`config.mk`:
```
export PLATFORM = sky130hd
export DESIGN_NAME = uriscv_lsu_mem_flat
export DESIGN_NICKNAME = d
export VERILOG_FILES = /design/src/rtl/uriscv_lsu_mem_if.sv /design/src/rtl/uriscv_lsu_mem.sv /design/src/flat_wrapper.sv
export SDC_FILE = /design/constraint.sdc
export NUM_CORES = 1
export LEC_CHECK = 0
export ABC_AREA = 1
export BUFFER_PORTS_ARGS = -buffer_cell sky130_fd_sc_hd__buf_4
export CAP_MARGIN = 20
export CELL_PAD_IN_SITES_DETAIL_PLACEMENT = 1
export CELL_PAD_IN_SITES_GLOBAL_PLACEMENT = 2
export CORE_MARGIN = 1.5
export CORE_UTILIZATION = 23
export DETAILED_ROUTE_END_ITERATION = 10
export GPL_TIMING_DRIVEN = 0
export PLACE_DENSITY_LB_ADDON = 0.1
export SLEW_MARGIN = 20
export SYNTH_ARGS = -nofsm -noshare
export SYNTH_HDL_FRONTEND = slang
export SYNTH_SLANG_ARGS = --single-unit
```
`constraint.sdc`:
```
create_clock -name clk_i -period 1.35 [get_ports clk_i]
set_input_delay 0.0675 -clock clk_i [delete_from_list [all_inputs] [get_ports clk_i]]
set_output_delay 0.0675 -clock clk_i [all_outputs]
set_load 0.01 [all_outputs]
```
`src/rtl/uriscv_lsu_mem_if.sv`:
```
// Single-outstanding data bus between the memory-access stage and the memory system.
// The master issues a request and holds it until accepted; the slave then answers with one ack.
interface uriscv_lsu_mem_if;
    logic        mem_rd;
    logic [3:0]  mem_wr;
    logic [31:0] mem_addr;
    logic [31:0] mem_data_wr;
    logic        mem_accept;
    logic        mem_ack;
    logic        mem_error;
    logic [31:0] mem_data_rd;

    modport master (
        output mem_rd, mem_wr, mem_addr, mem_data_wr,
        input  mem_accept, mem_ack, mem_error, mem_data_rd
    );

    modport slave (
        input  mem_rd, mem_wr, mem_addr, mem_data_wr,
        output mem_accept, mem_ack, mem_error, mem_data_rd
    );
endinterface

```
`src/rtl/uriscv_lsu_mem.sv`:
```
// Memory-access stage: captures one LSU op, runs it over the data bus, then aligns and
// extends load data for writeback or reports a load/store/misaligned fault.
module uriscv_lsu_mem #(
    parameter bit          SUPPORT_TRAP_LSU_ALIGN = 1'b1,
    parameter int unsigned TIMEOUT_CYCLES         = 0
) (
    input  logic                    clk_i,
    input  logic                    rst_i,
    input  logic                    req_valid_i,
    input  logic [31:0]             opcode_i,
    input  logic [4:0]              rd_idx_i,
    input  logic                    lsu_rd_i,
    input  logic [3:0]              lsu_wr_i,
    input  logic [31:0]             lsu_addr_i,
    input  logic [31:0]             lsu_data_i,
    input  logic                    lsu_misaligned_i,
    output logic                    req_ready_o,
    uriscv_lsu_mem_if.master        mem,
    output logic                    wb_valid_o,
    output logic [4:0]              wb_rd_o,
    output logic [31:0]             wb_value_o,
    output logic                    fault_load_o,
    output logic                    fault_store_o,
    output logic                    fault_misaligned_o,
    output logic [31:0]             fault_addr_o
);

    typedef enum logic [1:0] {S_IDLE, S_REQ, S_RESP} state_t;

    state_t      state_q, state_d;
    logic [31:0] addr_q;
    logic [2:0]  func3_q;
    logic [4:0]  rd_q;
    logic        is_load_q;
    logic [31:0] cnt_q;

    logic        capture, trap, issue, done, timeout_hit, timeout;

    logic        mem_rd_d;
    logic [3:0]  mem_wr_d;
    logic [31:0] mem_addr_d, mem_data_wr_d;
    logic        wb_valid_d, fault_load_d, fault_store_d, fault_mis_d;
    logic [4:0]  wb_rd_d;
    logic [31:0] wb_value_d, fault_addr_d;

    // Only func3 of the instruction word matters here.
    logic unused_opcode;
    assign unused_opcode = ^{opcode_i[31:15], opcode_i[11:0]};

    function automatic logic [31:0] extract(input logic [2:0] f3, input logic [1:0] off,
                                            input logic [31:0] d);
        logic [7:0]  b;
        logic [15:0] h;
        b = d[8*off +: 8];
        h = off[1] ? d[31:16] : d[15:0];
        case (f3)
            3'b000:  return {{24{b[7]}}, b};
            3'b001:  return {{16{h[15]}}, h};
            3'b100:  return {24'b0, b};
            3'b101:  return {16'b0, h};
            default: return d;
        endcase
    endfunction

    assign capture     = (state_q == S_IDLE) && req_valid_i && (lsu_rd_i || (|lsu_wr_i));
    assign trap        = capture && lsu_misaligned_i && SUPPORT_TRAP_LSU_ALIGN;
    assign issue       = capture && !trap;
    assign done        = mem.mem_ack && ((state_q == S_REQ && mem.mem_accept) || state_q == S_RESP);
    assign timeout_hit = (TIMEOUT_CYCLES != 0) && (cnt_q == 32'(TIMEOUT_CYCLES - 1));
    assign timeout     = (state_q != S_IDLE) && !done && timeout_hit;
    assign req_ready_o = (state_q == S_IDLE);

    always_ff @(posedge clk_i) begin
        // NOTE: sequential state uses non-blocking assignments so every register
        // samples pre-edge values regardless of statement order.
        if (rst_i) state_q <= S_IDLE;
        else       state_q <= state_d;
    end

    always_comb begin
        state_d = state_q;
        case (state_q)
            S_IDLE:  if (issue) state_d = S_REQ;
            S_REQ: begin
                if (done || timeout)     state_d = S_IDLE;
                else if (mem.mem_accept) state_d = S_RESP;
            end
            S_RESP:  if (done || timeout) state_d = S_IDLE;
            default: state_d = S_IDLE;
        endcase
    end

    always_comb begin
        // NOTE: every signal gets a default before any branch, so no path infers a latch.
        mem_rd_d      = mem.mem_rd;
        mem_wr_d      = mem.mem_wr;
        mem_addr_d    = mem.mem_addr;
        mem_data_wr_d = mem.mem_data_wr;
        wb_valid_d    = 1'b0;
        wb_rd_d       = wb_rd_o;
        wb_value_d    = wb_value_o;
        fault_load_d  = 1'b0;
        fault_store_d = 1'b0;
        fault_mis_d   = 1'b0;
        fault_addr_d  = fault_addr_o;

        if (issue) begin
            mem_rd_d      = lsu_rd_i;
            mem_wr_d      = lsu_wr_i;
            mem_addr_d    = {lsu_addr_i[31:2], 2'b00};
            mem_data_wr_d = lsu_data_i;
        end

        // Strobes drop once the bus has taken the request or the watchdog gives up.
        if ((state_q == S_REQ && mem.mem_accept) || timeout) begin
            mem_rd_d = 1'b0;
            mem_wr_d = 4'b0;
        end

        if (done) begin
            if (mem.mem_error) begin
                fault_load_d  = is_load_q;
                fault_store_d = !is_load_q;
                fault_addr_d  = addr_q;
            end else if (is_load_q) begin
                wb_valid_d = 1'b1;
                wb_rd_d    = rd_q;
                wb_value_d = extract(func3_q, addr_q[1:0], mem.mem_data_rd);
            end
        end

        if (timeout) begin
            fault_load_d  = is_load_q;
            fault_store_d = !is_load_q;
            fault_addr_d  = addr_q;
        end

        if (trap) begin
            fault_mis_d  = 1'b1;
            fault_addr_d = lsu_addr_i;
        end
    end

    always_ff @(posedge clk_i) begin
        if (rst_i) begin
            addr_q             <= '0;
            func3_q            <= '0;
            rd_q               <= '0;
            is_load_q          <= 1'b0;
            cnt_q              <= '0;
            mem.mem_rd         <= 1'b0;
            mem.mem_wr         <= '0;
            mem.mem_addr       <= '0;
            mem.mem_data_wr    <= '0;
            wb_valid_o         <= 1'b0;
            wb_rd_o            <= '0;
            wb_value_o         <= '0;
            fault_load_o       <= 1'b0;
            fault_store_o      <= 1'b0;
            fault_misaligned_o <= 1'b0;
            fault_addr_o       <= '0;
        end else begin
            if (capture) begin
                addr_q    <= lsu_addr_i;
                func3_q   <= opcode_i[14:12];
                rd_q      <= rd_idx_i;
                is_load_q <= lsu_rd_i;
                cnt_q     <= '0;
            end else if (state_q != S_IDLE) begin
                cnt_q <= cnt_q + 32'd1;
            end
            mem.mem_rd         <= mem_rd_d;
            mem.mem_wr         <= mem_wr_d;
            mem.mem_addr       <= mem_addr_d;
            mem.mem_data_wr    <= mem_data_wr_d;
            wb_valid_o         <= wb_valid_d;
            wb_rd_o            <= wb_rd_d;
            wb_value_o         <= wb_value_d;
            fault_load_o       <= fault_load_d;
            fault_store_o      <= fault_store_d;
            fault_misaligned_o <= fault_mis_d;
            fault_addr_o       <= fault_addr_d;
        end
    end

endmodule

```
`src/flat_wrapper.sv`:
```
// flat-port wrapper written by rule: the top's interface ports become plain ports
module uriscv_lsu_mem_flat 
#(
    parameter bit          SUPPORT_TRAP_LSU_ALIGN = 1'b1,
    parameter int unsigned TIMEOUT_CYCLES         = 0
)
  (clk_i, rst_i, req_valid_i, opcode_i, rd_idx_i, lsu_rd_i, lsu_wr_i, lsu_addr_i, lsu_data_i, lsu_misaligned_i, req_ready_o, wb_valid_o, wb_rd_o, wb_value_o, fault_load_o, fault_store_o, fault_misaligned_o, fault_addr_o, mem_mem_rd, mem_mem_wr, mem_mem_addr, mem_mem_data_wr, mem_mem_accept, mem_mem_ack, mem_mem_error, mem_mem_data_rd);
  uriscv_lsu_mem_if mem_i ();
  input  logic clk_i;
  input  logic rst_i;
  input  logic req_valid_i;
  input  logic [31:0] opcode_i;
  input  logic [4:0] rd_idx_i;
  input  logic lsu_rd_i;
  input  logic [3:0] lsu_wr_i;
  input  logic [31:0] lsu_addr_i;
  input  logic [31:0] lsu_data_i;
  input  logic lsu_misaligned_i;
  output logic req_ready_o;
  output logic wb_valid_o;
  output logic [4:0] wb_rd_o;
  output logic [31:0] wb_value_o;
  output logic fault_load_o;
  output logic fault_store_o;
  output logic fault_misaligned_o;
  output logic [31:0] fault_addr_o;
  output wire logic [$bits(mem_i.mem_rd)-1:0] mem_mem_rd;
  output wire logic [$bits(mem_i.mem_wr)-1:0] mem_mem_wr;
  output wire logic [$bits(mem_i.mem_addr)-1:0] mem_mem_addr;
  output wire logic [$bits(mem_i.mem_data_wr)-1:0] mem_mem_data_wr;
  input wire logic [$bits(mem_i.mem_accept)-1:0] mem_mem_accept;
  input wire logic [$bits(mem_i.mem_ack)-1:0] mem_mem_ack;
  input wire logic [$bits(mem_i.mem_error)-1:0] mem_mem_error;
  input wire logic [$bits(mem_i.mem_data_rd)-1:0] mem_mem_data_rd;
  assign mem_mem_rd = mem_i.mem_rd;
  assign mem_mem_wr = mem_i.mem_wr;
  assign mem_mem_addr = mem_i.mem_addr;
  assign mem_mem_data_wr = mem_i.mem_data_wr;
  assign mem_i.mem_accept = mem_mem_accept;
  assign mem_i.mem_ack = mem_mem_ack;
  assign mem_i.mem_error = mem_mem_error;
  assign mem_i.mem_data_rd = mem_mem_data_rd;
  uriscv_lsu_mem #(.SUPPORT_TRAP_LSU_ALIGN(SUPPORT_TRAP_LSU_ALIGN), .TIMEOUT_CYCLES(TIMEOUT_CYCLES)) u_core (.clk_i(clk_i), .rst_i(rst_i), .req_valid_i(req_valid_i), .opcode_i(opcode_i), .rd_idx_i(rd_idx_i), .lsu_rd_i(lsu_rd_i), .lsu_wr_i(lsu_wr_i), .lsu_addr_i(lsu_addr_i), .lsu_data_i(lsu_data_i), .lsu_misaligned_i(lsu_misaligned_i), .req_ready_o(req_ready_o), .mem(mem_i), .wb_valid_o(wb_valid_o), .wb_rd_o(wb_rd_o), .wb_value_o(wb_value_o), .fault_load_o(fault_load_o), .fault_store_o(fault_store_o), .fault_misaligned_o(fault_misaligned_o), .fault_addr_o(fault_addr_o));
endmodule
```
Yosys cells after proc, flatten, opt, wreduce, memory -nomap -nowiden --
Index checks and enable logic that the tools add are counted. W data, S select, Z words.
Operators by class: mux-type cells 12, reduce and logical (&&, ||, !) cells 21, bitwise gates (word level) 2, equality and inequality tests 8, shifts and indexed selects 1
Operators with widths (number):
- $pmux W32 S4 | 1
- $mux W32 | 3
- $shiftx A32 B6 Y8 | 1
- $mux W16 | 1
- $mux W2 | 4
- $eq A3 B3 Y1 const B | 2
- $logic_and A1 B1 Y1 | 6
- $pmux W2 S3 | 1
- $reduce_and A3 Y1 | 2
- $reduce_or A3 Y1 | 2
- $ne A2 B1 Y1 const B | 2
- $reduce_bool A2 Y1 | 2
- $reduce_or A4 Y1 | 1
- $eq A3 B1 Y1 const B | 1
- $logic_not A3 Y1 | 1
- $ne A3 B2 Y1 const B | 1
- $eq A2 B1 Y1 const B | 1
- $eq A2 B2 Y1 const B | 1
- $logic_not A1 Y1 | 2
- $logic_not A2 Y1 | 1
- $logic_or A1 B1 Y1 | 2
- $mux W1 | 2
- $not A1 Y1 | 2
- $reduce_and A2 Y1 | 1
- $reduce_or A2 Y1 | 1
Storage, ports and cells: logic and storage cells 60, bits of input ports 145, register bits after elaboration 183, output and inout bits 143

Logic depth before layout (Yosys ltp) --
Gate-level depths: netlist of the first run.
depth in word-level cells 8, depth in mapped cells 10, mapped depth without buffers 9

Worst setup path before layout of the first run --
No wires, ideal clock.
path kind register to register, start point register u_core.state_q[0], end point register u_core.mem.mem_data_wr[10], required time 1.234 ns, setup time 0.116 ns, slack 0.005 ns, buffers on the path 2, data arrival time 1.229 ns, period minus slack after synthesis 1.345 ns, cell stages (with the launch flop) 11, cells stage by stage dfxtp_1 > inv_2 > nand2_4 > nor2_8 > nand2_4 > nor2_4 > inv_2 > buf_6 > buf_2 > nor2_1 > nor2_1
Between the ends: word-level cells in the longest chain between the ends 6
Ends and longest elaborated chain:
- start: declaration | RTL line uriscv_lsu_mem.sv:30 | state_t state_q, state_d;
- start signal: assignment | RTL line uriscv_lsu_mem.sv:77 | else state_q <= state_d;
- $logic_not A2 Y1 * | RTL line uriscv_lsu_mem.sv:65 | assign capture = (state_q == S_IDLE) && req_valid_i && (lsu_rd_i || (|lsu_wr_i));
- $logic_and A1 B1 Y1 * (2 in series) | RTL line uriscv_lsu_mem.sv:65
- $logic_and A1 B1 Y1 | RTL line uriscv_lsu_mem.sv:66 | assign trap = capture && lsu_misaligned_i && SUPPORT_TRAP_LSU_ALIGN;
- $logic_not A1 Y1 | RTL line uriscv_lsu_mem.sv:67 | assign issue = capture && !trap;
- $logic_and A1 B1 Y1 * | RTL line uriscv_lsu_mem.sv:67
- end signal: assignment | RTL line uriscv_lsu_mem.sv:175 | mem.mem_data_wr <= mem_data_wr_d;
- end: declaration | RTL line uriscv_lsu_mem_if.sv:14 | output mem_rd, mem_wr, mem_addr, mem_data_wr,
Mark *: on every way between the ends. The rest lies on a longest branch, timed or not. A chain may end at the register's enable or synchronous reset.

Worst setup path after layout of the first run --
start point register u_core.state_q[1], end point register u_core.mem.mem_addr[19]
Between the ends: word-level cells in the longest chain between the ends 6
Ends and longest elaborated chain:
- $logic_not A2 Y1 * | RTL line uriscv_lsu_mem.sv:65
- $logic_and A1 B1 Y1 * (2 in series) | RTL line uriscv_lsu_mem.sv:65
- $logic_and A1 B1 Y1 | RTL line uriscv_lsu_mem.sv:66
- $logic_not A1 Y1 | RTL line uriscv_lsu_mem.sv:67
- $logic_and A1 B1 Y1 * | RTL line uriscv_lsu_mem.sv:67
- end signal: assignment | RTL line uriscv_lsu_mem.sv:174 | mem.mem_addr <= mem_addr_d;
- end: declaration | RTL line uriscv_lsu_mem_if.sv:14
Marked as above.

==> impl_metrics.tcl, run 1 <==
set metrics [dict create \
    stdcell_area_sq_mm 0.0142 \
    cts.sinks 183 \
    holdWs_ps -5.55 \
    routed_wl_um 35600 \
    die_x_um 184 \
    cts-buffers-inserted 17 \
    vias 8660 \
    clock_latency_ps 450 \
    dr.max_layer_used "met5" \
    synth_area_sq_mm 0.00756 \
    dr.pass1.iters 4 \
    placed_area_sq_mm 0.0100 \
    yosysTopAreaCell "dfxtp_1" \
    path_clk_slew_ps 70 \
    initial_utilization_pct 23.3 \
    tns_ps -28680 \
    post-route-drc-count 0 \
    seq_area_sq_mm 0.00367 \
    fmax_ghz 0.601 \
    wl_met2_um 17400 \
    drt-initial-drc-count 374 \
    cellLeakagePower_uw 0.00633 \
    met3_length_um 1490 \
    grt.overflow.total 0 \
    failed_checks "hold timing, setup timing" \
    setup_ws_ps -314 \
    ys_ff_latch 183 \
    holdCritPathClass "in -> reg" \
    cp_top_family "buffers and inverters" \
    path_common_cell "buf_12" \
    finalNetCount 1669 \
    synth_warnings 0 \
    yosysSeqAreaShare_pct 48.5 \
    syn_inst 1074 \
    grt_pass1_vias 8684 \
    tightest_slew_ps 1010 \
    crit_chain "inv_2 -> nand2_4 -> nor2_8 -> nand2_4 -> nor2_4 -> buf_12 -> buf_12 -> buf_12 -> buf_12 -> nand2_4 -> a21oi_2" \
    wl_per_cell_um 18.0 \
    status "finished, violations left" \
    clockBufferDepth 2 \
    synth_area_leaders "dfxtp_1 (48%), nor2_1 (13%), nand2_1 (13%)" \
    finalMaxSlewViolations 0 \
    m1WireLength_um 16100 \
    setup_viol 148 \
    multi_input_comb_area_sq_mm 0.00450 \
    synth_area_per_cell_sq_um 7.04 \
    routed_via_density 4.38 \
    ant_nets 0 \
    crit_required_ps 1730 \
    fin_skew_ps 11.6 \
    hold_viol_final 1 \
    fp-row-count 66 \
    io_pins 288 \
    dp_hpwl_um 23100 \
    pre_cts_slack_ps -563 \
    core-area_sq_mm 0.0325 \
    dieArea_sq_mm 0.0339 \
    layout-drive-gt1-share_pct 43.3 \
    slew_headroom_pct 32.4 \
    cts_tree "done" \
    yosysTopAreaCellShare_pct 48.5 \
    slowest_delay_ps 330 \
    antenna_found_initial 1 \
    crit_buf_inv 5 \
    cp_max_fo 6 \
    grt_max_degree 17 \
    die_y_um 184 \
    gp_congestion 0.766 \
    startpoint_type "register" \
    cp.arrival_ps 2040 \
    fill_cells 3861 \
    p_per_area_mw_per_mm2 1020 \
    cp-end-kind "register" \
    synth_cell_type_count 32 \
    grt_pass1_wl_um 51400 \
    cp_slowest_cell "dfxtp_2" \
    portBuffers 255 \
    area_growth_pct 88.3 \
    drv_cap 0 \
    fin_crit_sh_pct 123 \
    h-tree-depth 4 \
    period_needed_ps 1660 \
    clockRootBuffer "clkbuf_16" \
    power_uw 14500 \
    diodes 0 \
    grt_use_total_pct 20.2 \
    max-vdd-ir-drop_uv 814 \
    criticalPathCategory "reg -> reg" \
    rsz0062_at_grt "true" \
]
-- Yosys cell counts (all sizes together) --
cell type	n
buf	45
nor3	4
nand4	5
o21bai	7
o211ai	1
dfxtp	183
conb	1
inv	36
a211oi	1
clkbuf	26
nand3	16
clkinv	1
o21ai	141
nor2	272
a22oi	1
nor3b	1
o21a	1
a21oi	70
nand2	262
-- kinds of logic after synthesis --
logic type	share of synthesized area [%]
compound gates	15.1
buf+inv	6.81
flops	48.5
other cells	0.0496
simple gates	29.5
-- stage by stage --
stage                     util [%]  cells
after global routing          43.8   1979
final                         43.8   1979
after CTS                     39.3   1952
after global placement        30.9   1772
after detailed placement      30.9   1772
after floorplan                  -   1075
-- layout by cell type, fill, tap and decap left out, types with 26 or more instances in the layout --
| master | count |
|---|---|
| dfxtp_1 | 179 |
| o21ai_1 | 34 |
| nand2_4 | 44 |
| nand2_1 | 194 |
| o21ai_0 | 48 |
| buf_4 | 281 |
| dlygate4sd3_1 | 106 |
| a21oi_2 | 44 |
| nor2_1 | 212 |
| clkbuf_16 | 29 |
| nor2_2 | 37 |
| a21oi_1 | 26 |
| inv_1 | 26 |
| o21ai_2 | 50 |
| buf_6 | 31 |
-- state kept, by name, summed over array words and instances (netlist names) --
signal and cells:
u_core.wb_value_o 32, u_core.mem.mem_data_wr 32, u_core.fault_misaligned_o 1, u_core.func3_q 3
u_core.state_q 2, u_core.mem.mem_wr 4, u_core.addr_q 32, u_core.rd_q 5
u_core.mem.mem_rd 1, u_core.is_load_q 1, u_core.wb_rd_o 5, u_core.fault_store_o 1
u_core.fault_addr_o 32, u_core.mem.mem_addr 30, u_core.wb_valid_o 1, u_core.fault_load_o 1
-- worst paths after layout --
check                                 startpoint                                   end  slack (ps)  cells after the start
setup / recovery  u_core.state_q[1]$_SDFFE_PP0P_  u_core.mem.mem_addr[19]$_SDFFE_PP0P_        -310                     11
hold / removal               mem_mem_data_rd[17]    u_core.wb_value_o[17]$_SDFFE_PP0P_          -6                      5
setup reg to reg  u_core.state_q[1]$_SDFFE_PP0P_  u_core.mem.mem_addr[19]$_SDFFE_PP0P_        -310                     11
hold reg to reg    u_core.is_load_q$_SDFFE_PP0N_       u_core.fault_store_o$_SDFF_PP0_         430                      1
-- power breakdown --
part,leakage (uW),internal [uW],switching [uW]
Combinational,0.00454,1640,1730
Clock,0.000284,2800,2390
Sequential,0.00150,5710,213
Total,0.00633,10200,4330
-- timing repair --
| item | 4_1_cts | 5_1_grt |
|---|---|---|
| buffers inserted | 35 | 22 |
| endpoints found under the setup margin | 180 | 182 |
| endpoints found under the hold margin | 165 | 0 |
| gates cloned | 9 | 10 |
| gates resized for setup | 197 | 384 |
| pin swaps | 44 | 86 |
| hold buffers | 106 | 0 |
-- per-layer routing --
metal	up-vias	global-route usage, %
li1	4331	-
met1	4123	26.2
met2	177	33.7
met3	27	4.29
met4	2	5.67
met5	-	0
-- cell type report --
type	instances	share of cell area [%]
Clock inverter	13	1.03
Multi-Input combinational cell	784	31.7
Timing Repair Buffer	433	28.4
Sequential cell	183	25.8
Clock buffer	19	3.11
Buffer	68	4.95
Inverter	37	1.17
Tap cell	442	3.89
-- worst reg2reg max path, delay by kind of cell (launching register included) --
family	cells	cell delay, ps
buffers and inverters	5	660
and+or+nand+nor	5	490
DFF	1	330
AOI/OAI and AO/OA	1	120
(Power assumes the default switching activity.)
==> run 2: changes to the inputs <==
ABC_AREA = default   (was 1)
CORE_UTILIZATION = 24   (was 23)
==> run 2 against run 1 <==
  * The run ends with setup timing left
  * Design area up 0.22%
  * Final cell count is 13% lower
  * First-iteration DRC count decreased by 27%
  * Via count decreased by 5.7%
  * Count of clock-buffer cells in the layout decreased by 1
  * Clock power about the same
  * Clock skew up 4.1 ps
  * Die area is 6.5% lower
  * Combinational power is 13% lower
  * Register-to-register slack lost 30 ps
  * Non-clock buffer count is 13 lower
==> impl_metrics.tcl, run 2 <==
set metrics [dict create \
    stdcell_count 1729 \
    post-route-drc-count 0 \
    synth-compound-area-share_pct 24.4 \
    fin_skew_ps 15.6 \
    grt_use_total_pct 21.2 \
    reg2regPathDepth 7 \
    cp_slowest_cell "a211o_4" \
    holdCritPathClass "in -> reg" \
    endpoint "u_core.wb_value_o[27]$_SDFFE_PP0P_" \
    slew_headroom_pct 30.3 \
    drt-initial-drc-count 272 \
    layout_commonest_cell "buf_4" \
    layout-drive-gt1-share_pct 53.2 \
    core-area_sq_mm 0.0300 \
    finalNetCount 1471 \
    vias 8165 \
    syn_inst 896 \
    yosysSeqAreaShare_pct 49.8 \
    rsz0062_at_grt "true" \
    cellLeakagePower_uw 0.00594 \
    cts_tree "done" \
    grt_max_degree 17 \
    p_per_area_mw_per_mm2 981 \
    setup_ws_ps -342 \
    wl_per_cell_um 20.0 \
    area_growth_pct 93.7 \
    seq_area_sq_mm 0.00367 \
    finalMaxSlewViolations 0 \
    die_y_um 178 \
    slowest_delay_ps 380 \
    clockBufferDepth 2 \
    async_flop_share_pct 0 \
    ys.flop_type "dfxtp_1" \
    yosysTopAreaCellShare_pct 49.8 \
    cts-buffers-inserted 17 \
    pre_cts_slack_ps -706 \
    crit_required_ps 1640 \
    final_cell_mix "buf_4 (266), dfxtp_1 (179), nand2_1 (139), dlygate4sd3_1 (109), a21oi_2 (87)" \
    clockRootBuffer "clkbuf_16" \
    synth_area_sq_mm 0.00736 \
    path_clk_slew_ps 80 \
    yosysTopAreaCell "dfxtp_1" \
    cp-end-kind "register" \
    setup.worst_path.start "u_core.state_q[1]$_SDFFE_PP0P_" \
    synth_mux_area_share_pct 1.48 \
    multi_input_comb_area_sq_mm 0.00488 \
    grt.overflow.total 0 \
    ant_nets 0 \
    tightest_slew_ps 1050 \
    dieArea_sq_mm 0.0317 \
    synth_area_leaders "dfxtp_1 (50%), nand2_1 (13%), a21oi_1 (7.9%)" \
    crit_chain "nand3b_1 -> buf_6 -> a211o_4 -> a21oi_4 -> buf_12 -> buf_8 -> a211oi_2" \
    cp_max_fo 7 \
    synth_fa_ha_area_share_pct 0 \
    r2r_slack_ps -340 \
    synth-simple-area-share_pct 19.1 \
    fill_cells 3400 \
    synth_xor_area_share_pct 0 \
    routed_wl_um 34600 \
    cp.arrival_ps 1980 \
    tns_ps -39770 \
    portBuffers 254 \
    initial_utilization_pct 24.6 \
    h-tree-depth 4 \
    synth_area_per_cell_sq_um 8.22 \
    hold_viol_final 0 \
    ys_ff_latch 183 \
    synth_cell_type_count 42 \
    dr.pass1.iters 4 \
    antenna_found_initial 0 \
    failed_checks "setup timing" \
    max-vdd-ir-drop_uv 798 \
    diodes 0 \
    synth_edf_count 0 \
    synth_top_family_by_area "compound AO/OA/AOI/OAI gates" \
    io_pins 288 \
    clock_latency_ps 450 \
    netlist_top_cells_count "nand2_1 (251), dfxtp_1 (183), a21oi_1 (116), o21ai_0 (67), nor2_1 (64)" \
    cts.sinks 183 \
    grt_pass1_vias 8444 \
    setup_viol 181 \
    criticalPathCategory "reg -> reg" \
    die_x_um 178 \
    min_path_cells 3 \
    status "finished, violations left" \
    period_needed_ps 1690 \
    yosysMostFrequentCell "nand2_1" \
    startpoint_type "register" \
    grt_pass1_wl_um 50600 \
    fp-row-count 63 \
    dp_hpwl_um 22200 \
    fmax_ghz 0.591 \
    synth_warnings 0 \
    dpl.cell_count 1541 \
    routed_via_density 4.72 \
    drv_cap 0 \
    rr_startpoint "u_core.state_q[1]$_SDFFE_PP0P_" \
    r2r_end "u_core.wb_value_o[27]$_SDFFE_PP0P_" \
    fin_crit_sh_pct 125 \
    gp_congestion 0.756 \
]
run 2: timing repair:
action | in CTS | in global routing
hold buffers | 109 | 0
setup endpoints to repair | 182 | 183
endpoints found under the hold margin | 166 | 0
pin swaps | 64 | 143
gates cloned | 16 | 5
setup buffers | 31 | 5
gates resized for setup | 285 | 334
run 2: layout make-up:
type,count,share of cell area (%)
plain buffers,74,5.48
clock buffers,18,3.08
well taps,390,3.42
flip-flops and latches,183,25.7
multi-input cells,632,34.2
clock inverters,14,1.04
inverters,4,0.105
repair buffers,414,26.9
run 2: worst min path at each step:
stage | end | from | slack, ps
floorplan | u_core.state_q[1]$_SDFFE_PP0P_ | mem_mem_ack | 140
global placement | u_core.state_q[1]$_SDFFE_PP0P_ | mem_mem_ack | 250
detailed placement | u_core.state_q[1]$_SDFFE_PP0P_ | mem_mem_ack | 260
CTS | u_core.wb_value_o[6]$_SDFFE_PP0P_ | mem_mem_data_rd[14] | 2
global route | u_core.wb_value_o[6]$_SDFFE_PP0P_ | mem_mem_data_rd[14] | 40
finish | u_core.wb_value_o[6]$_SDFFE_PP0P_ | mem_mem_data_rd[14] | 20
run 2: layer usage:
metal | vias up | global-route usage [%] | part of all wire (%)
met1 | 3978 | 27.8 | 46
met2 | 177 | 35.8 | 49
met3 | 27 | 3.77 | 4.4
li1 | 3983 | - | -
met5 | - | 0 | 0
met4 | 0 | 4.90 | 1.2
run 2: kinds of logic after synthesis:
group | Yosys count
AOI/OAI and AO/OA | 273
buffers and inverters | 83
DFF | 183
muxes | 10
other | 1
and+or+nand+nor | 346
run 2: metrics by stage:
stage / utilization [%] / instance area, sq um / hold WS (ps) / total power [uW]
after detailed placement: 33.1 / 9900 / 261 / 7730
after global placement: 33.1 / 9900 / 252 / 7720
after floorplan: - / 7510 / 139 / 6750
after global routing: 47.6 / 14300 / 41.2 / 14600
final: 47.6 / 14300 / 22.5 / 14000
after CTS: 43.7 / 13100 / 2.38 / 13700
run 2: critical path: cells and delay by family (launching register included):
kind	cells	cell delay [ps]
AO/OA/AOI/OAI	3	590
buffers and inverters	3	430
flip-flops	1	350
AND/OR/NAND/NOR	1	170
run 2: power breakdown:
group / internal (uW) / switching (uW)
clock: 2800 / 2390
combinational: 1470 / 1470
sequential: 5650 / 211
